==> src/rtl/div_pkg.sv <==
// rtl/div_pkg.sv - shared operand width, accumulator width and select codes for the divider
package div_pkg;
   localparam int DIV_WIDTH = 8;
   localparam int ACC_W     = DIV_WIDTH + 2;

   localparam logic [1:0] SEL_HOLD = 2'd0;
   localparam logic [1:0] SEL_ALU  = 2'd1;
   localparam logic [1:0] SEL_CLR  = 2'd2;
   localparam logic [1:0] SEL_KEEP = 2'd3;

   function automatic int acc_width(input int w);
      return w + 2;
   endfunction
endpackage

==> src/rtl/div_addsub.sv <==
// rtl/div_addsub.sv - combinational adder/subtractor for the partial remainder
module div_addsub #(
   parameter int W = 10
) (
   input  logic [W-1:0] i_a,
   input  logic [W-1:0] i_b,
   input  logic         i_sub,
   output logic [W-1:0] o_y
);
   assign o_y = i_sub ? (i_a - i_b) : (i_a + i_b);
endmodule

==> src/rtl/div_datapath.sv <==
// rtl/div_datapath.sv - restoring-division datapath driven by the divider controller strobes
// Optional divide-by-zero detection is enabled with `define DIV_ZERO_DETECT_EN.
module div_datapath
   import div_pkg::*;
#(
   parameter int WIDTH = DIV_WIDTH
) (
   input  logic             clk,
   input  logic             reset,
   input  logic             load,
   input  logic             add,
   input  logic             shift,
   input  logic             inbit,
   input  logic [1:0]       sel,
   input  logic             valid,
   input  logic [WIDTH-1:0] dividend_in,
   input  logic [WIDTH-1:0] divisor_in,
   output logic             sign,
   output logic [WIDTH-1:0] quotient,
   output logic [WIDTH-1:0] remainder,
`ifdef DIV_ZERO_DETECT_EN
   output logic             div_zero,
`endif
   output logic             done
);
   localparam int AW = acc_width(WIDTH);

   logic [AW-1:0]    r_a;
   logic [WIDTH-1:0] r_q;
   logic [WIDTH-1:0] r_d;
   logic [WIDTH-1:0] r_quotient;
   logic [WIDTH-1:0] r_remainder;
   logic             r_done;
   logic             r_valid_prev;

   logic             w_is_alu;
   logic             w_sub;
   logic             w_inbit;
   logic             w_valid_rise;
   logic [AW-1:0]    w_d_ext;
   logic [AW-1:0]    w_alu;
   logic [AW-1:0]    w_a_sel;

   // Ignored strobes are masked so an undriven add/inbit never reaches a register.
   assign w_is_alu     = (sel == SEL_ALU);
   assign w_sub        = ~(add & w_is_alu);
   assign w_inbit      = inbit & shift;
   assign w_valid_rise = valid & ~r_valid_prev;
   assign w_d_ext      = {2'b00, r_d};

   div_addsub #(.W(AW)) u_addsub (
      .i_a   (r_a),
      .i_b   (w_d_ext),
      .i_sub (w_sub),
      .o_y   (w_alu)
   );

   always_comb begin
      w_a_sel = r_a;
      case (sel)
         SEL_ALU:  w_a_sel = w_alu;
         SEL_CLR:  w_a_sel = '0;
         SEL_HOLD: w_a_sel = r_a;
         SEL_KEEP: w_a_sel = r_a;
         default:  w_a_sel = r_a;
      endcase
   end

   always_ff @(posedge clk or posedge reset) begin
      if (reset) begin
         r_a <= '0;
         r_q <= '0;
         r_d <= '0;
      end else if (load) begin
         r_d <= divisor_in;
         if (shift) begin
            r_a <= {{(AW-1){1'b0}}, dividend_in[WIDTH-1]};
            r_q <= {dividend_in[WIDTH-2:0], w_inbit};
         end else begin
            r_a <= '0;
            r_q <= dividend_in;
         end
      end else if (shift) begin
         r_a <= {w_a_sel[WIDTH:0], r_q[WIDTH-1]};
         r_q <= {r_q[WIDTH-2:0], w_inbit};
      end else begin
         r_a <= w_a_sel;
      end
   end

`ifdef DIV_ZERO_DETECT_EN
   logic             r_div_zero;
   logic [WIDTH-1:0] r_dividend_lat;

   always_ff @(posedge clk or posedge reset) begin
      if (reset) begin
         r_div_zero     <= 1'b0;
         r_dividend_lat <= '0;
      end else if (load) begin
         r_div_zero     <= (divisor_in == '0);
         r_dividend_lat <= dividend_in;
      end
   end

   assign div_zero = r_div_zero;
`endif

   // Result capture samples the pre-load A/Q even when a load lands on the same edge.
   always_ff @(posedge clk or posedge reset) begin
      if (reset) begin
         r_quotient   <= '0;
         r_remainder  <= '0;
         r_done       <= 1'b0;
         r_valid_prev <= 1'b0;
      end else begin
         r_valid_prev <= valid;
         r_done       <= w_valid_rise;
         if (w_valid_rise) begin
`ifdef DIV_ZERO_DETECT_EN
            if (r_div_zero) begin
               r_quotient  <= '1;
               r_remainder <= r_dividend_lat;
            end else begin
               r_quotient  <= r_q;
               r_remainder <= r_a[WIDTH:1];
            end
`else
            r_quotient  <= r_q;
            r_remainder <= r_a[WIDTH:1];
`endif
         end
      end
   end

   assign sign      = r_a[AW-1];
   assign quotient  = r_quotient;
   assign remainder = r_remainder;
   assign done      = r_done;
endmodule

==> config.mk <==
export PLATFORM = sky130hd
export DESIGN_NAME = div_datapath
export DESIGN_NICKNAME = d
export VERILOG_FILES = /design/src/rtl/div_pkg.sv /design/src/rtl/div_addsub.sv /design/src/rtl/div_datapath.sv
export SDC_FILE = /design/constraint.sdc
export NUM_CORES = 1
export LEC_CHECK = 0
export ABC_CLOCK_PERIOD_IN_PS = 4100
export BUFFER_PORTS_ARGS = -buffer_cell sky130_fd_sc_hd__clkbuf_2
export CORE_UTILIZATION = 50
export DETAILED_ROUTE_END_ITERATION = 16
export GPL_TIMING_DRIVEN = 0
export HOLD_SLACK_MARGIN = 0.05
export MAX_ROUTING_LAYER = met4
export PLACE_DENSITY = 0.75
export SLEW_MARGIN = 20
export SYNTH_ARGS = -nofsm -noshare
export SYNTH_HDL_FRONTEND = slang
export SYNTH_HIERARCHICAL = 1
export SYNTH_SLANG_ARGS = --single-unit
==> constraint.sdc <==
create_clock -name clk -period 4.1 [get_ports clk]
set_input_delay 1.025 -clock clk [delete_from_list [all_inputs] [get_ports clk]]
set_output_delay 1.025 -clock clk [all_outputs]
set_load 0.02 [all_outputs]
==> impl_metrics.json <==
{
  "status": "completed",
  "crit_type": "in2reg",
  "htreeDepth": 2,
  "final_cell_mix": "dfrtp_1, clkbuf_2, mux2_2, a21oi_1",
  "setup_violations": 0,
  "utilization_pct": 61.9,
  "skew_ns": 0.00449,
  "die-area_um2": 5440,
  "dp_cells": 319,
  "insertion_delay_ns": 0.30,
  "clk_pin_slew_ns": 0.09,
  "grt_pass1_vias": 1640,
  "cts_resized": 0,
  "cts.sinks": 44,
  "vias_per_cell": 5.39,
  "cts_buffers": 5,
  "fmax_mhz": 270,
  "required_ns": 4.25,
  "use_met3_pct": 4.12,
  "track_usage_pct": 19.9,
  "crit_path_start_kind": "primary input",
  "netlist_area_um2": 2570,
  "crit_chain": "clkbuf_2 > inv_1 > ha_1 > buf_6 > buf_6 > nand2_1 > mux2i_1 > ha_1 > nor2b_1 > o31a_1 > o21ai_1 > o21a_1 > xnor2_1 > and2b_1 > a221oi_1 > a311oi_1",
  "antenna_left": 0,
  "gp_congestion": 0.830,
  "maxSlewViolCount": 0,
  "mostFrequentLayoutCell": "dfrtp_1",
  "start_util_pct": 53.1,
  "synth_top_area_share_pct": 42.8,
  "clock-root-buffer": "clkbuf_8",
  "worstPathArrival_ns": 3.86,
  "power_density_nw_per_um2": 419,
  "route.detailed.drc": 0,
  "yosys-top-cells-area": "dfrtp_1, mux2_2, mux4_2",
  "coreArea_um2": 4850,
  "cts_buffer_depth": 2,
  "totalWireLength_um": 4790,
  "grtUsageMet1_pct": 27.6,
  "slowest_delay_ns": 0.35,
  "grt_overflow": 0,
  "crit_buf_inv": 4,
  "final_cells": 326,
  "ys_ff_latch": 44,
  "relSlewSlack_pct": 65.1,
  "post_cts.repair.setup_buffers": 0,
  "syn_inst": 209,
  "num_rows": 25,
  "grt_max_degree": 26,
  "yosysTopAreaCell": "dfrtp_1",
  "synth_cell_types": 43,
  "nets": 295,
  "max-cap-violations": 0,
  "firstDrtPassIters": 4,
  "antenna_found_initial": 0,
  "post-route-min-period_ns": 3.70,
  "post_drt_wl_per_cell_um": 14.7,
  "cp_top_family": "compound AO/OA/AOI/OAI gates",
  "grt_use_met2_pct": 29.3,
  "syn2layout_area_growth_pct": 16.5,
  "drtIter0Drc": 94,
  "fp.dieH_um": 73.8,
  "hpwl_um": 3600,
  "worst_setup_path_end_kind": "flip-flop",
  "drive_gt1_share_pct": 39.4,
  "critPathMaxFanout": 10,
  "static-leakage-power_uw": 0.00139,
  "finalCritPeriodShare_pct": 90.3,
  "ys_warn_count": 6,
  "vias": 1757,
  "syn_avg_cell_area_um2": 12.3,
  "seq_area_frac_synth_pct": 42.8,
  "tritoncts": "built",
  "vdd_drop_max_mv": 0.211,
  "antenna_cells": 0,
  "port_buffers": 40,
  "hold_class": "reg2reg",
  "hold_viol_final": 0,
  "die_w_um": 73.8,
  "grt_busiest_layer": "met2",
  "cts_hold_buf": 0,
  "worst_pin_slew_ns": 0.523,
  "rsz0062_at_grt": "no",
  "cp_slowest_cell": "mux2i_1",
  "grt_pass1_wl_um": 7830,
  "num_io_pins": 43
}
flip-flops by register name, summed over array words and instances, names as in the netlist:
name,cells
done,1
quotient,8
r_a,10
r_d,8
r_q,8
r_valid_prev,1
remainder,8
power breakdown:
group	switching (uW)	internal (uW)	total [uW]
Sequential	45.3	492	538
Clock	161	184	344
Combinational	196	180	375
worst reg2reg max path, cell delays in order (launching register included):
cell	delay, ns
dfrtp_1	0.46
inv_1	0.07
ha_1	0.29
mux2i_1	0.25
ha_1	0.29
nor2b_1	0.14
o31a_1	0.26
o21ai_1	0.24
o21a_1	0.18
xnor2_1	0.06
and2b_1	0.15
a221oi_1	0.24
a311oi_1	0.08
metrics by stage:
| step | cell area, um^2 | TNS [ns] | hold WS (ns) | total power [uW] | setup slack, ns |
|---|---|---|---|---|---|
| final | 3000 | 0 | 0.512 | 1260 | 0.396 |
| after global routing | 3000 | 0 | 0.531 | 1320 | 0.154 |
| after CTS | 3000 | 0 | 0.515 | 1270 | 0.261 |
| after detailed placement | 2890 | -0.0544 | 0.494 | 921 | -0.0544 |
| after global placement | 2870 | -0.0412 | 0.489 | 910 | -0.0412 |
| after floorplan | 2580 | 0 | 0.490 | 826 | 0.397 |
Yosys cell counts, drive strengths merged:
cell type / n
and2b: 3
nor2: 9
xor2: 5
conb: 1
dfrtp: 44
a21oi: 15
nor4b: 1
o21ai: 6
nand3b: 2
and3b: 2
a31oi: 2
and4: 1
nand4: 1
o31ai: 1
a22oi: 4
nand2: 5
buf: 10
a311oi: 1
inv: 10
nor2b: 2
ha: 11
mux2: 24
mux4: 7
o21a: 3
o31a: 1
fa: 1
mux2i: 2
xnor2: 11
o21bai: 2
or2: 1
clkbuf: 2
nor3: 4
a211oi: 6
a221oi: 9
logic make-up (layout without fill, tap and decap cells):
group	after synthesis	after routing	share of synthesized area, %
adder cells (fa/ha/maj)	12	12	6.12
multiplexers	33	33	17.8
other	1	3	0.146
AND/OR/NAND/NOR	31	31	7.58
XOR/XNOR	16	16	5.44
buffers and inverters	22	70	5.25
AO/OA/AOI/OAI	50	50	14.9
flip-flops	44	44	42.8
layout make-up:
| type | instances | area, um^2 |
|---|---|---|
| plain buffers | 11 | 93.8 |
| clock buffers | 5 | 68.8 |
| clock inverters | 3 | 47.5 |
| fillers | 390 | 1850 |
| inverters | 10 | 37.5 |
| multi-input cells | 145 | 1350 |
| flip-flops and latches | 44 | 1100 |
| well taps | 67 | 83.8 |
| repair buffers | 41 | 220 |
per-layer routing:
layer	wire length [um]	vias up
met5	0	-
met4	67	0
met3	163	6
met2	2240	40
met1	2310	848
li1	-	863
worst paths after layout:
| kind | slack, ns | from | depth (start not counted) | to |
|---|---|---|---|---|
| setup / recovery | 0.40 | sel[1] | 16 | r_a[9] |
| hold / removal | 0.51 | remainder[7] | 1 | remainder[7] |
| setup reg to reg | 1.26 | r_d[0] | 12 | r_a[9] |
| hold reg to reg | 0.51 | remainder[7] | 1 | remainder[7] |
| max in group asynchronous | 2.94 | reset | 3 | r_a[9] |
| min in group asynchronous | 0.69 | reset | 2 | quotient[1] |
No activity file was read; power rests on OpenSTA's default activity.
